<file path="src/rtl/sbmips_pkg.sv">
// Shared encodings for the single-step MIPS demo: opcodes, functs,
// debug LED source selectors and the fixed program ROM image.
package sbmips_pkg;

  localparam logic [5:0] OP_RTYPE = 6'h00;
  localparam logic [5:0] OP_J     = 6'h02;
  localparam logic [5:0] OP_BEQ   = 6'h04;
  localparam logic [5:0] OP_BNE   = 6'h05;
  localparam logic [5:0] OP_ADDIU = 6'h09;
  localparam logic [5:0] OP_ANDI  = 6'h0C;
  localparam logic [5:0] OP_ORI   = 6'h0D;
  localparam logic [5:0] OP_LUI   = 6'h0F;
  localparam logic [5:0] OP_LW    = 6'h23;
  localparam logic [5:0] OP_SW    = 6'h2B;

  localparam logic [5:0] FN_SLL  = 6'h00;
  localparam logic [5:0] FN_ADDU = 6'h21;
  localparam logic [5:0] FN_SUBU = 6'h23;
  localparam logic [5:0] FN_AND  = 6'h24;
  localparam logic [5:0] FN_OR   = 6'h25;
  localparam logic [5:0] FN_SLT  = 6'h2A;

  typedef enum logic [2:0] {
    LED_REG  = 3'd0,
    LED_PC   = 3'd1,
    LED_IMEM = 3'd2,
    LED_DMEM = 3'd3,
    LED_STEP = 3'd4
  } led_src_e;

  localparam logic [31:0] PROG_ROM [32] = '{
    32'h24010000, 32'h2402000A, 32'h00220821, 32'h2442FFFF,
    32'h1440FFFD, 32'hAC010000, 32'h08000006, 32'h00000000,
    32'h00000000, 32'h00000000, 32'h00000000, 32'h00000000,
    32'h00000000, 32'h00000000, 32'h00000000, 32'h00000000,
    32'h00000000, 32'h00000000, 32'h00000000, 32'h00000000,
    32'h00000000, 32'h00000000, 32'h00000000, 32'h00000000,
    32'h00000000, 32'h00000000, 32'h00000000, 32'h00000000,
    32'h00000000, 32'h00000000, 32'h00000000, 32'h00000000
  };

endpackage

</file>
<file path="src/rtl/regfile.sv">
// 32x32 register file: two async operand reads, one debug read (low 12 bits),
// one write port; $0 always reads zero and ignores writes.
module regfile (
  input  logic        i_clk,
  input  logic        i_rst_n,
  input  logic        i_we,
  input  logic [4:0]  i_waddr,
  input  logic [31:0] i_wdata,
  input  logic [4:0]  i_raddr_a,
  input  logic [4:0]  i_raddr_b,
  input  logic [4:0]  i_raddr_dbg,
  output logic [31:0] o_rdata_a,
  output logic [31:0] o_rdata_b,
  output logic [11:0] o_rdata_dbg
);

  logic [31:0] r_regs [32];

  // Register array with async clear and single write port
  always_ff @(posedge i_clk or negedge i_rst_n) begin
    if (!i_rst_n) begin
      for (int i = 0; i < 32; i++) r_regs[i] <= 32'h0;
    end else if (i_we && (i_waddr != 5'd0)) begin
      r_regs[i_waddr] <= i_wdata;
    end
  end

  assign o_rdata_a   = (i_raddr_a == 5'd0) ? 32'h0 : r_regs[i_raddr_a];
  assign o_rdata_b   = (i_raddr_b == 5'd0) ? 32'h0 : r_regs[i_raddr_b];
  assign o_rdata_dbg = (i_raddr_dbg == 5'd0) ? 12'h0 : r_regs[i_raddr_dbg][11:0];

endmodule

</file>
<file path="src/rtl/top.sv">
// Single-step MIPS-subset demo core: one instruction per synchronized button
// press, with a debug mux exposing 12-bit slices of state on the LEDs.
module top
  import sbmips_pkg::*;
(
  input  logic        gclk,
  input  logic        rst,
  input  logic        btn,
  input  logic [7:0]  led_sel,
  output logic [11:0] led
);

  logic        r_sync1, r_sync2, r_sync3;
  logic        w_step;
  logic [31:0] r_pc;
  logic [11:0] r_stepcnt;
  logic [31:0] r_dmem [32];

  logic [31:0] w_instr;
  logic [5:0]  w_op, w_funct;
  logic [4:0]  w_rs, w_rt, w_rd, w_shamt, w_dm_idx;
  logic [15:0] w_imm;
  logic [25:0] w_target;
  logic [31:0] w_rs_val, w_rt_val, w_simm, w_zimm, w_pc4, w_lw_data;
  logic [11:0] w_rf_dbg;

  logic        w_rf_we, w_dm_we;
  logic [4:0]  w_rf_waddr;
  logic [31:0] w_rf_wdata, w_next_pc;
  logic [11:0] w_led;

  // Button synchronizer plus edge-detect stage
  always_ff @(posedge gclk or negedge rst) begin
    if (!rst) begin
      r_sync1 <= 1'b0;
      r_sync2 <= 1'b0;
      r_sync3 <= 1'b0;
    end else begin
      r_sync1 <= btn;
      r_sync2 <= r_sync1;
      r_sync3 <= r_sync2;
    end
  end

  assign w_step   = r_sync2 & ~r_sync3;

  assign w_instr  = PROG_ROM[r_pc[6:2]];
  assign w_op     = w_instr[31:26];
  assign w_rs     = w_instr[25:21];
  assign w_rt     = w_instr[20:16];
  assign w_rd     = w_instr[15:11];
  assign w_shamt  = w_instr[10:6];
  assign w_funct  = w_instr[5:0];
  assign w_imm    = w_instr[15:0];
  assign w_target = w_instr[25:0];

  assign w_simm    = {{16{w_imm[15]}}, w_imm};
  assign w_zimm    = {16'h0, w_imm};
  assign w_pc4     = r_pc + 32'd4;
  // Word index only; the low two address bits are deliberately dropped
  assign w_dm_idx  = 5'((w_rs_val + w_simm) >> 2);
  assign w_lw_data = r_dmem[w_dm_idx];

  regfile u_regfile (
    .i_clk       (gclk),
    .i_rst_n     (rst),
    .i_we        (w_rf_we & w_step),
    .i_waddr     (w_rf_waddr),
    .i_wdata     (w_rf_wdata),
    .i_raddr_a   (w_rs),
    .i_raddr_b   (w_rt),
    .i_raddr_dbg (led_sel[4:0]),
    .o_rdata_a   (w_rs_val),
    .o_rdata_b   (w_rt_val),
    .o_rdata_dbg (w_rf_dbg)
  );

  // Decode and execute; unknown encodings fall through as nop
  always_comb begin
    w_rf_we    = 1'b0;
    w_rf_waddr = 5'd0;
    w_rf_wdata = 32'h0;
    w_dm_we    = 1'b0;
    w_next_pc  = w_pc4;
    case (w_op)
      OP_RTYPE: begin
        w_rf_waddr = w_rd;
        case (w_funct)
          FN_ADDU: begin w_rf_we = 1'b1; w_rf_wdata = w_rs_val + w_rt_val; end
          FN_SUBU: begin w_rf_we = 1'b1; w_rf_wdata = w_rs_val - w_rt_val; end
          FN_AND:  begin w_rf_we = 1'b1; w_rf_wdata = w_rs_val & w_rt_val; end
          FN_OR:   begin w_rf_we = 1'b1; w_rf_wdata = w_rs_val | w_rt_val; end
          FN_SLT:  begin
            w_rf_we    = 1'b1;
            w_rf_wdata = {31'h0, ($signed(w_rs_val) < $signed(w_rt_val))};
          end
          FN_SLL:  begin w_rf_we = 1'b1; w_rf_wdata = w_rt_val << w_shamt; end
          default: w_rf_we = 1'b0;
        endcase
      end
      OP_ADDIU: begin w_rf_we = 1'b1; w_rf_waddr = w_rt; w_rf_wdata = w_rs_val + w_simm; end
      OP_ANDI:  begin w_rf_we = 1'b1; w_rf_waddr = w_rt; w_rf_wdata = w_rs_val & w_zimm; end
      OP_ORI:   begin w_rf_we = 1'b1; w_rf_waddr = w_rt; w_rf_wdata = w_rs_val | w_zimm; end
      OP_LUI:   begin w_rf_we = 1'b1; w_rf_waddr = w_rt; w_rf_wdata = {w_imm, 16'h0}; end
      OP_LW:    begin w_rf_we = 1'b1; w_rf_waddr = w_rt; w_rf_wdata = w_lw_data; end
      OP_SW:    w_dm_we = 1'b1;
      OP_BEQ: begin
        if (w_rs_val == w_rt_val) w_next_pc = w_pc4 + {w_simm[29:0], 2'b00};
        else                      w_next_pc = w_pc4;
      end
      OP_BNE: begin
        if (w_rs_val != w_rt_val) w_next_pc = w_pc4 + {w_simm[29:0], 2'b00};
        else                      w_next_pc = w_pc4;
      end
      OP_J:     w_next_pc = {w_pc4[31:28], w_target, 2'b00};
      default:  w_next_pc = w_pc4;
    endcase
  end

  // PC and step counter advance only on a step pulse
  always_ff @(posedge gclk or negedge rst) begin
    if (!rst) begin
      r_pc      <= 32'h0;
      r_stepcnt <= 12'h0;
    end else if (w_step) begin
      r_pc      <= w_next_pc;
      r_stepcnt <= r_stepcnt + 12'd1;
    end
  end

  // Data memory, written by sw during a step
  always_ff @(posedge gclk or negedge rst) begin
    if (!rst) begin
      for (int i = 0; i < 32; i++) r_dmem[i] <= 32'h0;
    end else if (w_step && w_dm_we) begin
      r_dmem[w_dm_idx] <= w_rt_val;
    end
  end

  // Debug LED source mux
  always_comb begin
    w_led = 12'h0;
    case (led_src_e'(led_sel[7:5]))
      LED_REG:  w_led = w_rf_dbg;
      LED_PC:   w_led = r_pc[11:0];
      LED_IMEM: w_led = w_instr[11:0];
      LED_DMEM: w_led = r_dmem[led_sel[4:0]][11:0];
      LED_STEP: w_led = r_stepcnt;
      default:  w_led = 12'h0;
    endcase
  end

  assign led = w_led;

endmodule

</file>
<file path="config.mk">
export PLATFORM = sky130hd
export DESIGN_NAME = top
export DESIGN_NICKNAME = d
export VERILOG_FILES = /design/src/rtl/sbmips_pkg.sv /design/src/rtl/regfile.sv /design/src/rtl/top.sv
export SDC_FILE = /design/constraint.sdc
export NUM_CORES = 2
export LEC_CHECK = 0
export ABC_AREA = 1
export CAP_MARGIN = 10
export CORE_ASPECT_RATIO = 1.75
export CORE_UTILIZATION = 45
export CTS_CLUSTER_SIZE = 14
export DETAILED_ROUTE_END_ITERATION = 10
export GPL_TIMING_DRIVEN = 1
export PLACE_DENSITY = 0.68
export SETUP_SLACK_MARGIN = 0.4
export SYNTH_ARGS = -nofsm -noshare
export SYNTH_HDL_FRONTEND = slang
export SYNTH_SLANG_ARGS = --single-unit
</file>
<file path="constraint.sdc">
create_clock -name gclk -period 15.3 [get_ports gclk]
set_clock_uncertainty 0.05 [all_clocks]
set_input_delay 3.06 -clock gclk [delete_from_list [all_inputs] [get_ports gclk]]
set_output_delay 3.06 -clock gclk [all_outputs]
set_load 0.005 [all_outputs]
</file>
# --- Yosys cells after proc, flatten, opt, wreduce, memory -nomap -nowiden ---
# Memory sizes are Yosys's and may differ from the RTL's.
# Cells that the tools add are included.
word_totals:
  register_bits: 2095
  romBits: 1024
  mem_count: 1
  word_cells: 168
  in_bits: 11
  out_inout_bits: 12
mem_list:
  columns: ["name", "depth", "word_bits", "read_ports", "rd_ports_with_merged_regs", "wr", "line", "source"]
  rows:
  - ["(no name shown)", 32, 32, 1, 0, 0, "top.sv:47", "assign w_instr = PROG_ROM[r_pc[6:2]];"]
op_classes:
  n_bitwise: 13
  n_reduce_logical: 13
  eq_ne: 20
  order_cmp: 9
  n_shift: 1
  muxes: 36
  add_sub_neg: 6
ops:
  columns: ["operator", "n"]
  rows:
  - ["$bwmux 1024", 2]
  - ["$bmux 32 s5", 5]
  - ["$mux 32", 14]
  - ["$pmux 32 s6", 2]
  - ["$demux 32 s5", 2]
  - ["$add 32x32->32", 3]
  - ["$pmux 32 s3", 1]
  - ["$mux 12", 5]
  - ["$pmux 12 s5", 1]
  - ["$eq 6x6->1 const B", 7]
  - ["$ge 6x6->1 const B", 6]
  - ["$not 5->6", 6]
  - ["$add 32x3->32 const B", 1]
  - ["$and 32x16->32", 1]
  - ["$and 32x32->32", 1]
  - ["$eq 32x32->1", 1]
  - ["$lt 32x32->1", 1]
  - ["$ne 32x32->1", 1]
  - ["$or 32x16->32", 1]
  - ["$or 32x32->32", 1]
  - ["$shl 32x5->32", 1]
  - ["$sub 32x32->32", 1]
  - ["$eq 6x4->1 const B", 4]
  - ["$logic_not 5->1", 3]
  - ["other kinds (18)", 27]

# --- Depth between registers and ports, before layout ---
logic_depth:
  depth_word: 16
  mapped_depth: 29

# --- By module ---
# From an unflattened synthesis, not the netlist that was laid out.
unflattened:
  hier_cells: 12770
  hier_area_um2: 85608.4
modules_own_cells:
  columns: ["module", "n_inst", "area_per_inst_um2", "cells_per_inst"]
  rows:
  - ["regfile", 1, 60226.5, 9210]
  - ["top", 1, 25381.8, 3560]

# --- Worst setup path after synthesis ---
# OpenSTA, ideal clock, no wires.
synth_timing:
  kind: "input-to-output"
  startpoint: "input led_sel[0]"
  endpoint: "output led[0]"
  cell_stages: 11
  required_ns: 12.190
  n_path_buf: 4
  slack_ns: 7.523
  t_arrival_ns: 4.667
  path_cell_list: "clkbuf_1 > inv_1 > clkbuf_1 > clkbuf_1 > clkbuf_1 > nor2_1 > o22ai_1 > nand2_1 > nand3_1 > a211oi_1 > o21ai_0"
synth_between:
  elab_chain_cells: 6
  elab_cells_between_ends: 10
synth_lines:
  columns: ["item", "line", "source"]
  rows:
  - ["start: declaration", "top.sv:9", "input logic [7:0] led_sel,"]
  - ["$not 5->6 (not written as such)", "regfile.sv:30, top.sv:147", null]
  - ["$bmux 32 s5", "regfile.sv:30", "assign o_rdata_dbg = (i_raddr_dbg == 5'd0) ? 12'h0 : r_regs[i_raddr_dbg][11:0];"]
  - ["$mux 12 (not written as such) (2 in series)", "regfile.sv:30", null]
  - ["$mux 12", "regfile.sv:30", null]
  - ["$pmux 12 s5 *", "top.sv:143", "case (led_src_e'(led_sel[7:5]))"]
  - ["end: declaration", "top.sv:10", "output logic [11:0] led"]
# Every way passes the cells marked *; elsewhere a longest branch is shown, timed or not. The select of a mux whose other input is x is not followed.

# --- Worst setup path in the final report ---
layout_timing:
  startpoint: "input led_sel[1]"
  endpoint: "output led[1]"
# The elaborated chain is that of the path after synthesis.

==> results.md <==
* Run status: completed
* Post-Syn Instances at about 4600
* Clock root cell: clkbuf_16
* Pre-CTS setup slack at 5.39 ns
* Global Route met2 Usage at 54.2%
* Top_reg_cell synth: dfrtp_1
* Met3 Resource Use GR at 5.09%
* Length of the first detailed-routing pass in iterations at 6
* Yosys warns at 0
* Fin. max-slew vios at 0
* Comb pwr share at approximately 17%
* Filler instances at 7194
* Diode count at 0
* Post-synth EDFFs at 0
* Register share of total power at 42.9%
* Power Density at 101 nW/µm²
* H-tree depth at 2
* Slew headroom at 29.0%
* WP data required at between 10 and 15 ns
* GRT Max-Usage Layer: met2
* Layout cells sized above 1 at under 10%
* Worst Path Max Fanout at 59
* Avg Inst Size Synth at 7.17 µm²
* Async set-or-reset flop fraction in the synthesized netlist at 100%
* Hpwl dp at around 80 mm
* FF-to-FF End: r_dmem[778]
* Crit start category: input pin
* Final worst slack at ~5.3 ns
* Post-Syn Area at 32700 µm²
* Vias in the first global route at 29100
* Grt met1 use at 31.9%
* Endpoints failing hold at 0
* Postcts setup bufs at 0
* Maximum VDD drop at ~0.1 mV
* Drt wl/cell at 21.9 µm
* Worst Max-Slew Pin Slew at 1.06 ns
* Post-DR vias/cell at roughly 5.7
* Antenna viol nets, final at 0
* Reg2Reg Setup Slack at 8.17 ns
* Core Region at between 70000 and 80000 µm²
* Final Total Pwr at 3.52 mW
* Final nets at 4451
* Worst r2r src: r_pc[2]
* Post-synthesis sequential area ratio at 42.4%
* CP arrival at ~7 ns
* Peak Freq at 100 MHz
* Initial antenna violation count at 4
* FP Rows at 130
* Maxcap violations at 0
* Critical path type: in2out
* IO Port Bufs at 22
* Finish-stage setup viols at 0
* Clk slew on worst S/H paths at 0.06 ns
* Worst Setup End Kind: output pin
* Hold Crit Start: r_sync1
* Syn Nets at 4705
* Die Span Y at 358 µm
* Synth-to-Final Area Change at 6.75%
* GRT Overall Usage at 31.5%
* R2R depth at 19
* RD Place Congestion at 1.05
* Sw power at about 1.1 mW
* Synthesized flop and latch total at about 550
* Die area at 73700 µm²
* Num CTS Buffers at between 50 and 60
* Int Pwr at 2.42 mW
* RSZ-0062 raised after global routing: no
* Clock network latency to the later pin of the worst-skew pair at ~0.66 ns
* Number of remaining DRC errors at 0
* Sum of negative setup slack at 0 ns
* Min-Delay Path Class: reg2reg
* Leak at 16.9 nW
* Fin area at 34900 µm²
* First-pass GRT wire length at 174 mm
* Drt initial violations at 3032
* IO Count at 23
* Switching Share at between 30% and 40%
* Hold slack final at 0.309 ns
* Hold endpoint: r_sync2
* Cts repair resizes at 0
* Synth cell types at 43
* DIE WIDTH at 206 µm
* Clock Sinks at 554
* Tcrit/Tclk final at 65.3%
* Starting density of the core at 45.5%
* Detailed Route WL at 115 mm
* Grt total ovfl at 0
* Clock tree buffer depth at 3
* Hold Buf Count CTS at 0
* Vias at 30000
* Worst hold path depth at 0
* Pin count of the biggest net entering global routing at 180
* Clock power frac at 40.0%
* Placed cell areas at 33000 µm²
* Min Tclk post-route at 10.0 ns
* CTS tree: yes
[critical path, stage by stage]
cell and delay [ns]:
buf_4 0.30, clkinv_2 0.81, nand2_1 0.79, nand2_1 0.48
a21oi_1 0.25, o211ai_1 0.11, nand2_1 0.09, o2111ai_1 0.09
o2111ai_1 0.19, clkdlybuf4s50_1 0.70
[worst max-delay path by stage]
stage	to	depth (start not counted)	start
2_1_floorplan	led[0]	11	led_sel[0]
3_3_place_gp	led[1]	10	led_sel[1]
3_5_place_dp	led[1]	10	led_sel[1]
4_1_cts	led[1]	10	led_sel[1]
5_1_grt	led[2]	10	led_sel[1]
6_report	led[1]	10	led_sel[1]
[cell usage in the layout, fill, tap and decap left out, types with 7 or more instances in the layout]
master and n:
nor3_1 41, ha_1 134, dfrtp_1 554, o21bai_1 7, o21ai_1 98, clkbuf_1 9, buf_4 39, nand3_1 136
nand4_1 42, clkdlybuf4s50_1 19, a21oi_1 146, nand2_2 16, inv_1 384, nand3b_1 10, o21ai_0 624, clkinv_2 11
o211ai_1 65, a22oi_1 30, a31oi_1 7, nor2_1 382, nand2_1 1302, xor2_1 19, o22ai_1 106, clkbuf_16 55
[layer usage]
metal	vias to the layer above	part of all wire, %
met5	-	0.022
met2	1187	49
met4	4	11
li1	14200	-
met1	14200	34
met3	484	5.6
[sequential cells by signal, summed over array words and instances, names as in the netlist]
signal            cells
r_dmem              384
u_regfile.r_regs    145
r_stepcnt            12
r_pc                 10
r_sync1               1
r_sync2               1
r_sync3               1
[synth_stat cells, types with 18 or more instances]
master / count / area (µm²)
buf_2: 18 / 90.1
nor3_1: 41 / 205
nor2_1: 391 / 1470
ha_1: 134 / 1680
inv_1: 389 / 1460
o211ai_1: 65 / 488
o21ai_1: 98 / 490
o21ai_0: 624 / 3120
clkbuf_1: 352 / 1320
nand3_1: 136 / 681
a21oi_1: 146 / 731
nand4_1: 42 / 263
nand2_1: 1302 / 4890
xor2_1: 19 / 166
o22ai_1: 106 / 663
a22oi_1: 30 / 225
dfrtp_1: 554 / 13900
[cells by family after synthesis]
group                    Yosys count  synth area share, %
flip-flops                       554                 42.4
adder cells (fa/ha/maj)          137                 5.32
AO/OA/AOI/OAI                   1105                 18.4
AND/OR/NAND/NOR                 1964                 24.2
buffers and inverters            770                 8.92
XOR/XNOR                          27                0.793
[final cells by class]
class                      count  area (µm²)  area share (%)
multi-input combinational   3233       15900            45.7
sequential                   554       13900            39.8
clock buffer                  70        1490            4.28
inverter                     396        1490            4.28
tap                          924        1160            3.32
timing repair buffer          64         584            1.68
clock inverter                27         344           0.987
[power groups by stage]
stage / registers, mW / clock network [mW] / logic (mW)
6_report: 1.51 / 1.41 / 0.603
5_1_grt: 1.51 / 1.48 / 0.656
4_1_cts: 1.51 / 1.43 / 0.592
3_5_place_dp: 1.54 / 0 / 0.589
3_3_place_gp: 1.54 / 0 / 0.582
2_1_floorplan: 1.53 / 0 / 0.378
[stage by stage]
stage / cells / utilization, %
after global placement: 5170 / 46.0
final: 5268 / 48.6
after global routing: 5268 / 48.6
after CTS: 5267 / 48.6
after detailed placement: 5170 / 46.0
after floorplan: 4557 / -
No activity file was read; power rests on OpenSTA's default activity.
